==> src/rtl/winograd_pkg.sv <==
// Shared constants and state encoding for the F(2x2,3x3) Winograd input feeder.
package winograd_pkg;
    localparam int DEF_DATA_W = 32;
    localparam int TILE       = 4;
    localparam int KERNEL     = 3;
    localparam int OUT        = 2;

    typedef enum logic [1:0] {
        ST_IDLE,
        ST_FILL,
        ST_EMIT,
        ST_DONE
    } state_t;
endpackage

==> src/rtl/tile_line_ring.sv <==
// Four-row line ring: one write port, a rotating top pointer and a read port
// that returns one column of all four rows, ordered from the top row down.
module tile_line_ring
    import winograd_pkg::*;
#(
    parameter int DATA_W = DEF_DATA_W,
    parameter int IMG_W  = 8
) (
    input  logic                          i_clk,
    input  logic                          i_rst_n,
    input  logic                          i_wr_en,
    input  logic [1:0]                    i_wr_row,
    input  logic [$clog2(IMG_W)-1:0]      i_wr_col,
    input  logic [DATA_W-1:0]             i_wr_data,
    input  logic                          i_adv,
    input  logic [$clog2(IMG_W)-1:0]      i_rd_col,
    output logic [TILE-1:0][DATA_W-1:0]   o_rd
);
    logic [TILE-1:0][IMG_W-1:0][DATA_W-1:0] r_mem;
    logic [1:0]                             r_top;
    logic [1:0]                             w_wr_slot;

    // Write row is relative to top, so callers never see physical slots.
    assign w_wr_slot = r_top + i_wr_row;

    always_ff @(posedge i_clk or negedge i_rst_n) begin
        if (!i_rst_n) begin
            r_mem <= '0;
            r_top <= '0;
        end else begin
            if (i_wr_en) r_mem[w_wr_slot][i_wr_col] <= i_wr_data;
            if (i_adv)   r_top <= r_top + 2'd2;
        end
    end

    for (genvar j = 0; j < TILE; j++) begin : g_rd
        logic [1:0] w_slot;
        assign w_slot  = r_top + 2'(j);
        assign o_rd[j] = r_mem[w_slot][i_rd_col];
    end
endmodule

==> src/rtl/winograd_tile_feeder.sv <==
// Sequences the Winograd engine inputs: weight store, band fill, and
// back-to-back 4-cycle stride-2 tiles with the kernel replayed per tile.
module winograd_tile_feeder
    import winograd_pkg::*;
#(
    parameter int DATA_W = DEF_DATA_W,
    parameter int IMG_W  = 8,
    parameter int IMG_H  = 8
) (
    input  logic              i_clk,
    input  logic              i_rst_n,
    input  logic              i_frame_start,
    input  logic [DATA_W-1:0] i_w_data,
    input  logic              i_w_valid,
    input  logic [DATA_W-1:0] i_in_data,
    input  logic              i_in_valid,
    output logic              o_in_ready,
    output logic [DATA_W-1:0] o_r1_x,
    output logic [DATA_W-1:0] o_r2_x,
    output logic [DATA_W-1:0] o_r3_x,
    output logic [DATA_W-1:0] o_r4_x,
    output logic [DATA_W-1:0] o_r1_w,
    output logic [DATA_W-1:0] o_r2_w,
    output logic [DATA_W-1:0] o_r3_w,
    output logic              o_tile_valid,
    output logic              o_tile_first,
    output logic              o_frame_done
);
    localparam int COL_W = $clog2(IMG_W);
    localparam int TW    = COL_W - 1;
    localparam int BW    = $clog2(IMG_H);
    localparam int NT    = IMG_W / OUT - 1;
    localparam int NB    = IMG_H / OUT - 1;
    localparam int NWT   = KERNEL * KERNEL;

    state_t                             r_state, w_state_nxt;
    logic [NWT-1:0][DATA_W-1:0]         r_wt;
    logic [3:0]                         r_w_cnt, w_widx;
    logic [1:0]                         r_fill_row;
    logic [COL_W-1:0]                   r_fill_col;
    logic [BW-1:0]                      r_band;
    logic [TW-1:0]                      r_tile;
    logic [1:0]                         r_k, w_k_nxt;
    logic [COL_W-1:0]                   w_base, w_rd_col;
    logic [TILE-1:0][DATA_W-1:0]        w_rd;
    logic [TILE-1:0][DATA_W-1:0]        r_x;
    logic [KERNEL-1:0][DATA_W-1:0]      r_w;
    logic                               r_in_ready, r_tile_valid, r_tile_first, r_frame_done;
    logic                               w_accept, w_fill_last, w_tile_last, w_band_last, w_adv;

    assign w_accept    = (r_state == ST_FILL) && i_in_valid;
    assign w_fill_last = w_accept && (r_fill_row == 2'd3) && (r_fill_col == COL_W'(IMG_W - 1));
    assign w_tile_last = (r_state == ST_EMIT) && (r_k == 2'd3) && (r_tile == TW'(NT - 1));
    assign w_band_last = (r_band == BW'(NB - 1));
    assign w_widx      = (r_w_cnt == 4'(NWT)) ? 4'd0 : r_w_cnt;

    always_ff @(posedge i_clk or negedge i_rst_n) begin
        if (!i_rst_n) r_state <= ST_IDLE;
        else          r_state <= w_state_nxt;
    end

    always_comb begin
        w_state_nxt = r_state;
        w_adv       = 1'b0;
        case (r_state)
            ST_IDLE: if (i_frame_start && r_w_cnt == 4'(NWT)) w_state_nxt = ST_FILL;
            ST_FILL: if (w_fill_last) w_state_nxt = ST_EMIT;
            ST_EMIT: begin
                if (w_tile_last) begin
                    if (w_band_last) begin
                        w_state_nxt = ST_DONE;
                    end else begin
                        w_state_nxt = ST_FILL;
                        w_adv       = 1'b1;
                    end
                end
            end
            default: w_state_nxt = ST_IDLE;
        endcase
    end

    // Outputs are registered, so the ring is read one cycle ahead of display.
    assign w_k_nxt  = (r_state == ST_EMIT) ? r_k + 2'd1 : 2'd0;
    assign w_base   = {r_tile, 1'b0};
    assign w_rd_col = (r_state != ST_EMIT) ? '0 :
                      (r_k == 2'd3)        ? w_base + COL_W'(2) :
                                             w_base + COL_W'(r_k) + COL_W'(1);

    // A refill band re-enters at row offset 2: after the top advance those
    // slots are exactly the two oldest rows being replaced.
    tile_line_ring #(.DATA_W(DATA_W), .IMG_W(IMG_W)) u_ring (
        .i_clk     (i_clk),
        .i_rst_n   (i_rst_n),
        .i_wr_en   (w_accept),
        .i_wr_row  (r_fill_row),
        .i_wr_col  (r_fill_col),
        .i_wr_data (i_in_data),
        .i_adv     (w_adv),
        .i_rd_col  (w_rd_col),
        .o_rd      (w_rd)
    );

    always_ff @(posedge i_clk or negedge i_rst_n) begin
        if (!i_rst_n) begin
            r_wt         <= '0;
            r_w_cnt      <= '0;
            r_fill_row   <= '0;
            r_fill_col   <= '0;
            r_band       <= '0;
            r_tile       <= '0;
            r_k          <= '0;
            r_x          <= '0;
            r_w          <= '0;
            r_in_ready   <= 1'b0;
            r_tile_valid <= 1'b0;
            r_tile_first <= 1'b0;
            r_frame_done <= 1'b0;
        end else begin
            if (r_state == ST_IDLE && i_w_valid) begin
                r_wt[w_widx] <= i_w_data;
                r_w_cnt      <= w_widx + 4'd1;
            end

            if (r_state == ST_IDLE && w_state_nxt == ST_FILL) begin
                r_fill_row <= 2'd0;
                r_fill_col <= '0;
                r_band     <= '0;
            end else if (w_adv) begin
                r_fill_row <= 2'd2;
                r_fill_col <= '0;
                r_band     <= r_band + BW'(1);
            end else if (w_accept) begin
                if (r_fill_col == COL_W'(IMG_W - 1)) begin
                    r_fill_col <= '0;
                    r_fill_row <= r_fill_row + 2'd1;
                end else begin
                    r_fill_col <= r_fill_col + COL_W'(1);
                end
            end

            if (r_state == ST_FILL) begin
                r_k    <= 2'd0;
                r_tile <= '0;
            end else if (r_state == ST_EMIT) begin
                r_k <= r_k + 2'd1;
                if (r_k == 2'd3) r_tile <= r_tile + TW'(1);
            end

            r_in_ready   <= (w_state_nxt == ST_FILL);
            r_frame_done <= (w_state_nxt == ST_DONE);
            if (w_state_nxt == ST_EMIT) begin
                r_tile_valid <= 1'b1;
                r_tile_first <= (w_k_nxt == 2'd0);
                r_x          <= w_rd;
                if (w_k_nxt != 2'd3) begin
                    for (int j = 0; j < KERNEL; j++)
                        r_w[j] <= r_wt[4'(w_k_nxt) * 4'd3 + 4'(j)];
                end
            end else begin
                r_tile_valid <= 1'b0;
                r_tile_first <= 1'b0;
                r_x          <= '0;
                r_w          <= '0;
            end
        end
    end

    assign o_in_ready   = r_in_ready;
    assign o_r1_x       = r_x[0];
    assign o_r2_x       = r_x[1];
    assign o_r3_x       = r_x[2];
    assign o_r4_x       = r_x[3];
    assign o_r1_w       = r_w[0];
    assign o_r2_w       = r_w[1];
    assign o_r3_w       = r_w[2];
    assign o_tile_valid = r_tile_valid;
    assign o_tile_first = r_tile_first;
    assign o_frame_done = r_frame_done;
endmodule

==> config.mk <==
export PLATFORM = sky130hd
export DESIGN_NAME = winograd_tile_feeder
export DESIGN_NICKNAME = d
export VERILOG_FILES = /design/src/rtl/winograd_pkg.sv /design/src/rtl/tile_line_ring.sv /design/src/rtl/winograd_tile_feeder.sv
export SDC_FILE = /design/constraint.sdc
export NUM_CORES = 2
export LEC_CHECK = 0
export CAP_MARGIN = 20
export CORE_UTILIZATION = 60
export DETAILED_ROUTE_END_ITERATION = 10
export GPL_TIMING_DRIVEN = 1
export PLACE_DENSITY = 0.79
export SLEW_MARGIN = 20
export SYNTH_ARGS = -nofsm -noshare
export SYNTH_HDL_FRONTEND = slang
export SYNTH_SLANG_ARGS = --single-unit
==> constraint.sdc <==
create_clock -name i_clk -period 5.3 [get_ports i_clk]
set_clock_uncertainty 0.05 [all_clocks]
set_input_delay 0.53 -clock i_clk [delete_from_list [all_inputs] [get_ports i_clk]]
set_output_delay 0.53 -clock i_clk [all_outputs]
set_load 0.02 [all_outputs]
======== Word level (Yosys, flattened, before mapping) ========
Index checks and enable logic that the tools add are counted.
cells by class
  $add $sub $neg .......................... 15
  multiply operators ...................... 1
  order comparisons ....................... 14
  equal/unequal tests ..................... 14
  mux-type cells .......................... 62
  reductions and logical operators ........ 20
operators with widths
  operator             number
  $bmux 256 s2         4
  $mux 256             5
  $bwmux 1024          1
  $demux 256 s2        1
  $bmux 32 s3          4
  $bmux 32 s4          3
  $bwmux 288           1
  $mux 32              9
  $mux 96              2
  $demux 32 s4         1
  $mux 128             1
  $demux 32 s3         1
  $mux 2               14
  $mux 3               8
  $lt 4x5->1 const B   4
  $lt 2x3->1 const B   5
  $eq 2x2->1 const B   6
  $logic_and 1x1->1    11
  $add 3x1->3 const B  3
  $add 2x1->2 const B  4
  $add 4x1->4 const B  2
  $lt 3x4->1 const B   2
  $pmux 2 s3           1
  $reduce_bool 2->1    3
  other kinds (20)     30
storage, ports and cells
  register bits after elaboration ......... 1560
  input bits .............................. 69
  output and inout bits ................... 228
  word-level logic and storage cells ...... 186

======== Logic depth before layout (Yosys ltp) ========
  word-level depth ........................ 10
  depth in mapped cells ................... 15
  gate-level depth less buffers ........... 10

======== Modules after synthesis ========
A second synthesis with hierarchy kept.
unflattened totals
  cells, all modules ...................... 5340
  area, all modules ....................... 77558.1 um2
by module, submodules not included
  module                times used  cells each  area an instance (um2)  seq. area each (um2)
  tile_line_ring        1           3475        53680.2                 25649.6
  winograd_tile_feeder  1           1865        23877.9                 13362.8

======== Worst setup path after synthesis ========
No wires, ideal clock.
  path kind ............................... register to register
  start ................................... register r_state[0]
  end ..................................... register r_w, in the netlist o_r1_w[10]
  library setup time ...................... 0.067 ns
  arrival ................................. 2.935 ns
  required time ........................... 5.183 ns
  path slack .............................. 2.248 ns
  stages on the path, launching flop included .. 12
  buffers on the path ..................... 4
  period minus slack after synthesis ...... 3.052 ns
  cell sequence ........................... dfrtp_1 > inv_1 > ha_1 > nand2b_1 > buf_4 > buf_2 > ha_1 > buf_2 > buf_1 > mux4_2 > o21ai_1 > and3_1
on the way
  word-level cells in the longest chain between the ends .. 8
  elaborated cells between the ends (all ways) .. 21
  those cells by class .................... mul: 1; eq/ne: 5; mux: 9; reduce/logical: 6
RTL lines
  element                                              RTL line                     source
  start: declaration                                   winograd_tile_feeder.sv:36   state_t r_state, w_state_nxt;
  start signal: assignment                             winograd_tile_feeder.sv:59   else r_state <= w_state_nxt;
  branches (longest 8 deep; another with $mul 2x2->4)  --
  end signal: indexed assignment                       winograd_tile_feeder.sv:157  r_w[j] <= r_wt[4'(w_k_nxt) * 4'd3 + 4'(j)];
  end: declaration                                     winograd_tile_feeder.sv:47   logic [KERNEL-1:0][DATA_W-1:0] r_w;
Parallel ways; which one is timed is not known. The select of a mux whose other input is x is not followed.
A chain may end at the register's enable or synchronous reset.

======== Final worst setup path ========
  start ................................... register r_state[0]
  end ..................................... register r_w, in the netlist o_r3_w[10]
on the way
  word-level cells in the longest chain between the ends .. 8
  elaborated cells between the ends (all ways) .. 22
  those cells by class .................... add/sub: 1; mul: 1; eq/ne: 5; mux: 9; reduce/logical: 6
RTL lines
  element                                                      RTL line
  $eq 2x2->1 or $eq 2x1->1 (tied branches)                     --
  $mux 2 or $logic_and 1x1->1 (tied branches)                  winograd_tile_feeder.sv:83, winograd_tile_feeder.sv:51
  $mul 2x2->4 or $logic_and 1x1->1 (tied branches)             winograd_tile_feeder.sv:157, winograd_tile_feeder.sv:52
  $add 4x2->4 or $logic_and 1x1->1 (tied branches)             winograd_tile_feeder.sv:157, winograd_tile_feeder.sv:52
  $bmux 32 s4 or $mux 2 (tied branches)                        winograd_tile_feeder.sv:157, winograd_tile_feeder.sv:67
  $mux 32 (implied by the code) or $pmux 2 s3 (tied branches)  winograd_tile_feeder.sv:157, winograd_tile_feeder.sv:65
  $mux 96 or $eq 2x2->1 (tied branches)                        winograd_tile_feeder.sv:155, winograd_tile_feeder.sv:151
  $mux 96 or $ne 2x1->1 (tied branches)                        --
Parallel ways exist; a longest one is shown, timed or not. The select of a mux whose other input is x is not followed.

==> flow_metrics.tcl <==
set metrics [dict create \
    relSlewSlack_pct 26.1 \
    synth_mux_area_share_pct 38.9 \
    final-max-slew-violation-count 0 \
    clkLatencyLatePin_ns 0.80 \
    pwr_density_cell_nw_per_um2 361 \
    tightest_slew_ns 1.11 \
    fill_cells 8465 \
    critPathRequiredTime_ns 5.97 \
    clock-sinks 1559 \
    worst_ep_arrival_time_ns 5.01 \
    ant_nets 0 \
    setup_ws_ns 0.969 \
    grt_pass1_wl_um 306000 \
    antenna_found_initial 16 \
    core-area_um2 128000 \
    multiInputGateArea_um2 36000 \
    hold_slack_ns 0.342 \
    syn_area_um2 77100 \
    pre_cts_ws_ns 1.06 \
    post_synth.cell_area_avg_um2 15.3 \
    synth_ff_type "dfrtp_1" \
    ys_ff_latch 1559 \
    wl_per_cell_um 28.6 \
    routed_wl_um 198000 \
    io_pins 297 \
    overflow 0 \
    worst_ir_drop_vdd_mv 0.357 \
    p_leak_nw 37.9 \
    synth_seq_area_share_pct 50.6 \
    hold_viol_final 0 \
    seq_area_um2 39000 \
    grt_max_degree 176 \
    yosys_warnings 0 \
    period_needed_ns 4.33 \
    synthArstFlopShare_pct 100 \
    nNetsFinal 5229 \
    holdCritPathClass "in -> async" \
    fmax_mhz 231 \
    setup_viol 0 \
    synth_top_family_by_area "multiplexers" \
    rsz0062_at_grt "false" \
    syn_inst 5040 \
    first_global_vias 49900 \
    synth_enable_flop_cells 0 \
    die_w_um 360 \
    routed_via_density 6.89 \
    areaGrowthSynthToFinish_pct 12.7 \
    worstSetupPathType "reg -> reg" \
    cts_buffer_depth 3 \
    port_buffers 296 \
    drt-pass1-iter-count 6 \
    dp_hpwl_um 117000 \
    cts-resized-gates 0 \
    die_h_um 360 \
    end_kind "flip-flop" \
    start_util_pct 60.5 \
    ys_types 59 \
    fin_setup_tns_ns 0 \
    synth_fa_ha_area_share_pct 0.302 \
    synth-xor-area-share_pct 0.114 \
    numCtsBuffers 161 \
    cts-htree-levels 4 \
    vias 47800 \
    path_clk_slew_ns 0.06 \
    rows 131 \
    worstPathMaxFanout 58 \
    syn-num-nets 5127 \
    worstSetupStartpointType "flip-flop" \
    drive_gt1_share_pct 44.8 \
    drc 0 \
    die_area_um2 130000 \
    drv_cap 0 \
    synth_compound_area_share_pct 4.79 \
    cts_root_buf "clkbuf_16" \
    place_congestion 0.824 \
    status "completed" \
    drt_iter0_drc 4590 \
    yosys.area_share.simple_pct 2.19 \
    cts_tree "built" \
    min_period_over_period_pct 81.7 \
    utilization_pct 68.2 \
    grt_usage_pct 31.0 \
]
==> cells in the mapped netlist (22+ instances only) <==
cell type / n / area [µm²]
mux2i_1: 116 / 1160
a21oi_1: 199 / 996
nand2b_1: 63 / 394
mux2_2: 1269 / 14300
o21ai_1: 42 / 210
nor2_1: 59 / 221
nand2_1: 52 / 195
buf_4: 31 / 233
a22oi_1: 284 / 2130
clkbuf_1: 235 / 882
dfrtp_1: 1559 / 39000
buf_1: 22 / 82.6
and3_1: 54 / 338
mux2_1: 46 / 518
mux4_2: 622 / 14000
buf_2: 205 / 1030
==> sequential cells by signal, indices dropped and copies added (netlist names) <==
register and count:
r_tile 2, u_ring.r_top 1, o_r3_x 32, o_r2_w 32
o_r1_x 32, r_wt 288, o_tile_first 1, o_r1_w 32
o_in_ready 1, o_tile_valid 1, o_r3_w 32, r_band 3
r_state 2, r_fill_row 2, o_r2_x 32, u_ring.r_mem 1024
r_w_cnt 4, o_frame_done 1, r_k 2, r_fill_col 3
o_r4_x 32
==> where the power goes <==
part	leakage, nW	switching, mW	internal, mW
Clock	2.61	4.78	6.64
Combinational	14.1	2.02	3.00
Sequential	21.2	1.36	13.6
Total	37.9	8.16	23.2
==> area by class of cell <==
| class | count | share of cell area, % |
|---|---|---|
| sequential | 1559 | 44.9 |
| multi-input combinational | 2962 | 41.4 |
| clock buffer | 243 | 5.48 |
| timing repair buffer | 447 | 5.17 |
| tap | 1662 | 2.39 |
| clock inverter | 42 | 0.604 |
| inverter | 11 | 0.0561 |
| antenna | 11 | 0.0317 |
==> cell families (layout without fill, tap and decap cells) <==
| logic type | Yosys count | count (layout) |
|---|---|---|
| multiplexers | 2053 | 2053 |
| flip-flops | 1559 | 1559 |
| AND/OR/NAND/NOR | 306 | 306 |
| other | 0 | 11 |
| buffers and inverters | 519 | 743 |
| AO/OA/AOI/OAI | 575 | 575 |
| XOR/XNOR | 10 | 10 |
| adder cells (fa/ha/maj) | 18 | 18 |
==> layer usage <==
metal	routed length, µm	GRT usage (%)
met5	68	0
met4	7200	12.0
met3	14800	6.85
met1	79400	42.4
met2	96800	49.0
==> stage by stage <==
step | power, mW | cells | instance area (µm²)
finish | 31.4 | 6937 | 86900
global route | 32.6 | 6934 | 86900
CTS | 31.5 | 6924 | 86900
detailed placement | 20.1 | 6638 | 81600
global placement | 19.8 | 6638 | 81600
floorplan | 18.5 | 5040 | 77100
==> repair_timing <==
item                      in CTS  in global routing
hold endpoints to repair     118                  0
hold buffers                   1                  0
setup buffers                  0                  0
==> worst paths after layout <==
check,startpoint,to,slack (ns),depth (start not counted)
max in group asynchronous,i_rst_n,o_r2_w[15],3.27,3
min in group i_clk,i_in_data[29],u_ring.r_mem[541],0.34,2
max,r_state[0],o_r3_w[10],0.97,11
min,i_rst_n,u_ring.r_mem[908],0.34,2
max reg2reg,r_state[0],o_r3_w[10],0.97,11
min reg2reg,u_ring.r_mem[350],u_ring.r_mem[350],0.45,1
==> worst max-delay path, cell delays in order (launching register included) <==
cell and delay [ns]:
dfrtp_1 0.45, inv_1 0.12, ha_1 0.43, nand2b_4 0.33
inv_8 0.54, ha_1 0.76, xor2_4 0.18, and4b_1 0.45
buf_4 0.48, a21oi_1 0.15, o21ai_1 0.13, and3_1 0.16
==> placed cells by master (no fill, tap or decap), types with 5 or more instances in the layout <==
cell / instances
o21ai_0: 18
buf_4: 116
inv_6: 6
mux2_2: 1269
dfrtp_1: 1558
nand2_2: 14
and2_1: 17
mux2_1: 46
buf_12: 32
clkbuf_8: 34
mux4_2: 622
mux2i_1: 116
diode_2: 11
clkdlybuf4s50_1: 282
xor2_1: 5
and3_1: 54
a21oi_1: 199
nor2_4: 15
nand2_1: 37
clkbuf_16: 165
nand2b_1: 60
a22oi_1: 284
clkbuf_1: 44
nand3b_1: 6
o221ai_1: 11
buf_2: 13
clkinv_2: 22
nand3_1: 6
o21ai_1: 42
ha_1: 13
nor2_1: 45
bufinv_16: 9
inv_1: 10
nor3_1: 12
Note: power is estimated with default switching activity, not from simulation.
